**config.mk**
```make
export PLATFORM = sky130hd
export DESIGN_NAME = vfb_bank_ctrl
export DESIGN_NICKNAME = d
export VERILOG_FILES = /design/src/rtl/vfb_pkg.sv /design/src/rtl/vfb_bank_pick.sv /design/src/rtl/vfb_bank_ctrl.sv
export SDC_FILE = /design/constraint.sdc
export NUM_CORES = 1
export LEC_CHECK = 0
export BUFFER_PORTS_ARGS = -buffer_cell sky130_fd_sc_hd__buf_2
export CORE_MARGIN = 2
export CORE_UTILIZATION = 58
export DETAILED_ROUTE_END_ITERATION = 7
export PLACE_DENSITY = 0.85
export SLEW_MARGIN = 0
export SYNTH_ARGS = -nofsm -noshare
export SYNTH_HDL_FRONTEND = slang
export SYNTH_SLANG_ARGS = --single-unit
```
**constraint.sdc**
```tcl
create_clock -name phy_clk -period 6.42 [get_ports phy_clk]
set_input_delay 0.321 -clock phy_clk [delete_from_list [all_inputs] [get_ports phy_clk]]
set_output_delay 0.321 -clock phy_clk [all_outputs]
set_load 0.1 [all_outputs]
```
**src/rtl/vfb_pkg.sv**
```systemverilog
// Shared types and helpers for the frame-buffer bank controller.
// Holds the per-bank state encoding and the burst word-address composition.
package vfb_pkg;

    typedef enum logic [1:0] {
        BANK_FREE    = 2'd0,
        BANK_WRITING = 2'd1,
        BANK_READY   = 2'd2,
        BANK_READING = 2'd3
    } bank_state_t;

    localparam logic [15:0] CNT_MAX = 16'hFFFF;

    // The offset must stay below 2**shift so the bank field is never disturbed.
    function automatic logic [63:0] compose_addr(input logic [7:0]  bank,
                                                 input logic [31:0] offset,
                                                 input int unsigned shift);
        return (64'(bank) << shift) | 64'(offset);
    endfunction

endpackage

```
**src/rtl/vfb_bank_pick.sv**
```systemverilog
// Lowest-index priority encoder over the mask of banks the writer may claim.
module vfb_bank_pick
    import vfb_pkg::*;
#(
    parameter int NUM_BANKS = 4,
    parameter int BANK_W    = $clog2(NUM_BANKS)
) (
    input  logic [NUM_BANKS-1:0] free_mask,
    output logic                 found,
    output logic [BANK_W-1:0]    idx
);

    // Scanning downwards leaves the lowest set bit as the final winner.
    always_comb begin
        found = 1'b0;
        idx   = '0;
        for (int i = NUM_BANKS - 1; i >= 0; i--) begin
            if (free_mask[i]) begin
                found = 1'b1;
                idx   = BANK_W'(i);
            end
        end
    end

endmodule

```
**src/rtl/vfb_bank_ctrl.sv**
```systemverilog
// Frame-buffer bank controller: newest-complete-frame policy over NUM_BANKS
// buffers, burst word-address generation and dropped/repeated frame counters.
module vfb_bank_ctrl
    import vfb_pkg::*;
#(
    parameter int ADDR_WIDTH   = 28,
    parameter int NUM_BANKS    = 4,
    parameter int BANK_SHIFT   = 22,
    parameter int FRAME_WORDS  = 49152,
    parameter int WR_BURST_LEN = 64,
    parameter int RD_BURST_LEN = 192,
    parameter int BANK_W       = $clog2(NUM_BANKS)
) (
    input  logic                  phy_clk,
    input  logic                  phy_rst,
    input  logic                  init_calib_complete,
    input  logic                  vin_vs,
    input  logic                  vout_vs,
    input  logic                  wr_burst_finish,
    input  logic                  rd_burst_finish,
    output logic [ADDR_WIDTH-4:0] wr_burst_addr,
    output logic [ADDR_WIDTH-4:0] rd_burst_addr,
    output logic                  wr_en,
    output logic                  rd_valid,
    output logic [BANK_W-1:0]     wr_bank,
    output logic [BANK_W-1:0]     rd_bank,
    output logic [15:0]           frame_dropped,
    output logic [15:0]           frame_repeated
);

    localparam int WA    = ADDR_WIDTH - 3;
    localparam int OFF_W = $clog2(FRAME_WORDS + 1);

    localparam logic [OFF_W-1:0] FRAME_END = OFF_W'(FRAME_WORDS);
    localparam logic [OFF_W:0]   FRAME_EXT = (OFF_W + 1)'(FRAME_WORDS);
    localparam logic [OFF_W:0]   WR_STEP   = (OFF_W + 1)'(WR_BURST_LEN);
    localparam logic [OFF_W:0]   RD_STEP   = (OFF_W + 1)'(RD_BURST_LEN);

    logic vin_q, vin_q2, vout_q, vout_q2;
    logic wr_active;
    logic [OFF_W-1:0] wr_off, rd_off;
    bank_state_t bank_state [NUM_BANKS];

    logic wr_edge, rd_edge, publish;
    logic [NUM_BANKS-1:0] free_mask;
    logic pick_found;
    logic [BANK_W-1:0] pick_idx;

    bank_state_t state_n [NUM_BANKS];
    logic [BANK_W-1:0] wr_bank_n, rd_bank_n, ready_idx;
    logic [OFF_W-1:0] wr_off_n, rd_off_n;
    logic [OFF_W:0] wr_sum, rd_sum;
    logic wr_active_n, rd_valid_n, wr_en_n, ready_found, drop_inc, rep_inc;
    logic [15:0] dropped_n, repeated_n;
    logic [WA-1:0] wr_addr_n, rd_addr_n;

    assign wr_edge = vin_q  & ~vin_q2  & init_calib_complete;
    assign rd_edge = vout_q & ~vout_q2 & init_calib_complete;
    assign publish = wr_edge & wr_active & (wr_off == FRAME_END);

    // An older READY frame is about to be displaced, so the writer may claim it.
    always_comb begin
        for (int i = 0; i < NUM_BANKS; i++) begin
            free_mask[i] = (bank_state[i] == BANK_FREE) ||
                           (publish && bank_state[i] == BANK_READY);
        end
    end

    vfb_bank_pick #(
        .NUM_BANKS (NUM_BANKS),
        .BANK_W    (BANK_W)
    ) u_pick (
        .free_mask (free_mask),
        .found     (pick_found),
        .idx       (pick_idx)
    );

    // Write side resolves before read side so a same-cycle read sees the new frame.
    always_comb begin
        state_n     = bank_state;
        wr_bank_n   = wr_bank;
        rd_bank_n   = rd_bank;
        wr_off_n    = wr_off;
        rd_off_n    = rd_off;
        wr_active_n = wr_active;
        rd_valid_n  = rd_valid;
        drop_inc    = 1'b0;
        rep_inc     = 1'b0;
        ready_found = 1'b0;
        ready_idx   = '0;
        wr_sum      = {1'b0, wr_off} + WR_STEP;
        rd_sum      = {1'b0, rd_off} + RD_STEP;

        if (wr_edge) begin
            wr_active_n = 1'b1;
            wr_off_n    = '0;
            if (publish) begin
                if (pick_found) begin
                    for (int i = 0; i < NUM_BANKS; i++) begin
                        if (state_n[i] == BANK_READY) begin
                            state_n[i] = BANK_FREE;
                            drop_inc   = 1'b1;
                        end
                    end
                    state_n[wr_bank]  = BANK_READY;
                    state_n[pick_idx] = BANK_WRITING;
                    wr_bank_n         = pick_idx;
                end else begin
                    drop_inc = 1'b1;
                end
            end
        end else if (wr_burst_finish && init_calib_complete) begin
            wr_off_n = (wr_sum >= FRAME_EXT) ? FRAME_END : wr_sum[OFF_W-1:0];
        end

        for (int i = 0; i < NUM_BANKS; i++) begin
            if (state_n[i] == BANK_READY) begin
                ready_found = 1'b1;
                ready_idx   = BANK_W'(i);
            end
        end

        if (rd_edge) begin
            rd_off_n = '0;
            if (ready_found) begin
                for (int i = 0; i < NUM_BANKS; i++) begin
                    if (state_n[i] == BANK_READING) begin
                        state_n[i] = BANK_FREE;
                    end
                end
                state_n[ready_idx] = BANK_READING;
                rd_bank_n          = ready_idx;
                rd_valid_n         = 1'b1;
            end else if (rd_valid) begin
                rep_inc = 1'b1;
            end
        end else if (rd_burst_finish && init_calib_complete) begin
            rd_off_n = (rd_sum >= FRAME_EXT) ? '0 : rd_sum[OFF_W-1:0];
        end

        dropped_n  = (drop_inc && frame_dropped  != CNT_MAX) ? frame_dropped  + 16'd1 : frame_dropped;
        repeated_n = (rep_inc  && frame_repeated != CNT_MAX) ? frame_repeated + 16'd1 : frame_repeated;
        wr_en_n    = wr_active_n && (wr_off_n < FRAME_END);
        wr_addr_n  = WA'(compose_addr(8'(wr_bank_n), 32'(wr_off_n), BANK_SHIFT));
        rd_addr_n  = WA'(compose_addr(8'(rd_bank_n), 32'(rd_off_n), BANK_SHIFT));
    end

    always_ff @(posedge phy_clk) begin
        if (phy_rst) begin
            vin_q          <= 1'b0;
            vin_q2         <= 1'b0;
            vout_q         <= 1'b0;
            vout_q2        <= 1'b0;
            wr_active      <= 1'b0;
            wr_off         <= '0;
            rd_off         <= '0;
            for (int i = 0; i < NUM_BANKS; i++) begin
                bank_state[i] <= (i == 0) ? BANK_WRITING : BANK_FREE;
            end
            wr_bank        <= '0;
            rd_bank        <= '0;
            wr_en          <= 1'b0;
            rd_valid       <= 1'b0;
            frame_dropped  <= '0;
            frame_repeated <= '0;
            wr_burst_addr  <= '0;
            rd_burst_addr  <= '0;
        end else begin
            vin_q          <= vin_vs;
            vin_q2         <= vin_q;
            vout_q         <= vout_vs;
            vout_q2        <= vout_q;
            wr_active      <= wr_active_n;
            wr_off         <= wr_off_n;
            rd_off         <= rd_off_n;
            bank_state     <= state_n;
            wr_bank        <= wr_bank_n;
            rd_bank        <= rd_bank_n;
            wr_en          <= wr_en_n;
            rd_valid       <= rd_valid_n;
            frame_dropped  <= dropped_n;
            frame_repeated <= repeated_n;
            wr_burst_addr  <= wr_addr_n;
            rd_burst_addr  <= rd_addr_n;
        end
    end

endmodule

```
==> run summary <==
initial core utilization -> 59.6%
FFs w/ async S/R, synth -> 0%
Top FF cell, synth -> dfxtp_1
CTS clk-pin slew, worst paths -> 80 ps
pwr dens -> 223 mW/mm2
final worst slack -> 2120 ps
DR vias -> 3799
Fill cells -> 579
ant diodes -> 0
Chip Height -> 87.3 um
WL met1 -> 4060 um
critical path capture point type -> flop
most common library cells after synthesis -> dfxtp_1 (71), nor2_1 (47), a21oi_1 (34), buf_4 (30), nand2_1 (30)
WP data arrival -> 4570 ps
Synth top area share -> 35.3%
count of input and output buffers -> 68
crit path kind -> flop to flop
GRT Total Usage -> 24.0%
Comb pwr share -> 11.4%
Pre-Repair DR Iteration Count -> 5
final instance area -> 0.00450 mm2
GP Congestion -> 0.852
DRC Markers -> 0
worst skew pair latency -> 360 ps
cell taking the most area after synthesis -> dfxtp_1
Synth Cell Area -> 0.00402 mm2
met3 WL -> 612 um
PostCTS Resize Cnt -> 0
drt initial violations -> 249
Critical Path Start Type -> flop
met2 wire length -> 4350 um
leakage -> 0.00186 uW
Final nets -> 560
hold buffer count at cts -> 0
Yosys cell types -> 60
Final Cycle Share -> 67.0%
Clock power frac -> 44.0%
hold_ws -> 171 ps
vias in the first global route -> 3261
DIE AREA -> 0.00762 mm2
Hold Path Class -> primary input to flop
Pins Over Slew Limit -> 0
global route overflow -> 0
Synth Area per Inst -> 8.13 um2
root buffer cell -> clkbuf_8
Placed Area -> 0.00425 mm2
DR vias/cell -> 6.01
pre-CTS setup slack -> 2230 ps
Seq pwr share -> 44.6%
net load switching power -> 280 uW
fin crit period -> 4300 ps
EDFF count, synth -> 0
Setup TNS -> 0 ps
H-tree levels -> 3
Syn Inst Count -> 495
Die X -> 87.3 um
Clock Path Buffers -> 2
final setup vio count -> 0
Synth area leaders -> dfxtp_1 (35%), buf_4 (5.6%), nor2_1 (4.4%)
Final Hold Fails -> 0
Area growth syn-to-layout -> 11.7%
CTS tree -> yes
run status -> finished clean
Worst Path Required -> 6690 ps
Max IR drop VDD -> 0.129 mV
internal power -> 722 uW
FP Rows -> 30
Sw Ratio -> 28.0%
Post-Route WL -> 9160 um
RSZ-0062 raised after global routing -> no
Least-Margin Pin Slew -> 789 ps
max layer used -> met4
share of cells above drive strength 1 -> 18.5%
sequential area share after synthesis -> 35.3%
Ports -> 95
initial antenna violation count -> 0
post-DP HPWL -> 6370 um
CP Max Fanout -> 28
routed len/inst -> 14.5 um
# Max-Cap Violations -> 0
relative slew slack -> 46.8%
TritonCTS buffer count -> 9
most common cell in the synthesized netlist -> dfxtp_1
Peak Freq -> 0.233 GHz
antenna viol nets, final -> 0
Synth Warn # -> 0
first-pass GRT wire length -> 14800 um
largest net degree at the start of global routing -> 65
Setup Buffers After CTS -> 0
Core Area -> 0.00676 mm2
Setup Skew -> 11.8 ps
TritonCTS Sinks -> 71
FF+latch count, synth -> 71
==> path summary, 6_finish.rpt <==
| path | from | to | slack [ps] | cells after the start |
|---|---|---|---|---|
| worst max-delay path | wr_off[6]$_SDFFE_PP0P_ | frame_repeated[9]$_SDFFE_PP0P_ | 2120 | 13 |
| worst min-delay path | vout_vs | vout_q$_SDFF_PP0_ | 170 | 2 |
| worst max register to register | wr_off[6]$_SDFFE_PP0P_ | frame_repeated[9]$_SDFFE_PP0P_ | 2120 | 13 |
| worst min register to register | rd_bank[0]$_SDFFE_PP0P_ | rd_bank[0]$_SDFFE_PP0P_ | 480 | 2 |
==> power groups by stage <==
stage / clock (uW) / sequential (uW) / combinational, uW
2_1_floorplan: 0 / 474 / 99.2
3_3_place_gp: 0 / 457 / 112
3_5_place_dp: 0 / 457 / 114
4_1_cts: 450 / 447 / 114
5_1_grt: 468 / 448 / 119
6_report: 441 / 447 / 114
==> through the flow <==
stage,cells,total power (uW),util [%]
floorplan,520,573,-
global placement,616,570,62.9
detailed placement,616,571,62.9
CTS,632,1010,66.5
global route,632,1040,66.5
finish,632,1000,66.5
==> flip-flops by register name, indices dropped and copies added (netlist names), 2 cells and up <==
signal          count
bank_state          8
frame_dropped      16
frame_repeated     16
rd_bank             2
rd_off              9
wr_bank             2
wr_off              9
==> logic make-up (layout without fill, tap and decap cells) <==
| group | Yosys count | in the layout | share of synthesized area (%) |
|---|---|---|---|
| xor gates and xnor gates | 14 | 14 | 3.05 |
| DFF | 71 | 71 | 35.3 |
| AOI/OAI and AO/OA | 104 | 104 | 16.7 |
| muxes | 16 | 16 | 4.45 |
| adders and majority gates | 6 | 6 | 1.87 |
| buffers and inverters | 66 | 98 | 9.05 |
| and+or+nand+nor | 217 | 217 | 29.4 |
| other | 1 | 26 | 0.0932 |
==> metal layers <==
metal	up-vias	global-route usage [%]
met5	-	0
met4	0	9.51
met3	18	6.45
met2	164	38.2
met1	1771	30.9
li1	1846	-
==> cells in the final DEF, fill, tap and decap left out, types with 5 or more instances in the layout <==
cell type,synthesis,routed
dfxtp_1,71,71
buf_2,3,68
nor2_1,47,47
a21oi_1,34,34
nand2_1,30,30
nand3_1,28,28
conb_1,1,26
nor2b_1,17,17
nor3_1,16,16
or3_1,15,15
o21ai_0,14,14
inv_1,13,13
and3_1,11,11
o21ai_1,10,10
clkbuf_8,0,10
mux2_2,9,9
or4_1,9,9
xor2_1,8,8
nand4_1,8,8
o31ai_1,8,8
and3b_1,6,6
and2_1,6,6
nand2b_1,6,6
xnor2_1,6,6
a31oi_1,6,6
ha_1,6,6
a41oi_1,5,5
nor4_1,5,5
==> layout make-up <==
cell class              count  area (um2)  area share (%)
repair buffers             69         348            7.74
flip-flops and latches     71        1420            31.6
multi-input cells         383        2330            51.9
inverters                  13        48.8            1.09
well taps                  80         100            2.23
clock inverters             6         108            2.39
clock buffers              10         138            3.06
==> critical path, stage by stage (launching register included) <==
cell and delay [ps]:
dfxtp_1 370, inv_1 90, ha_1 210, and4bb_2 290, a41oi_1 400, and2_1 210
a21o_1 130, nand2_1 60, ha_1 270, or3_1 380, a41o_1 200, or4_1 790
or4_1 640, a21oi_1 160
Note: power is estimated with default switching activity, not from simulation.
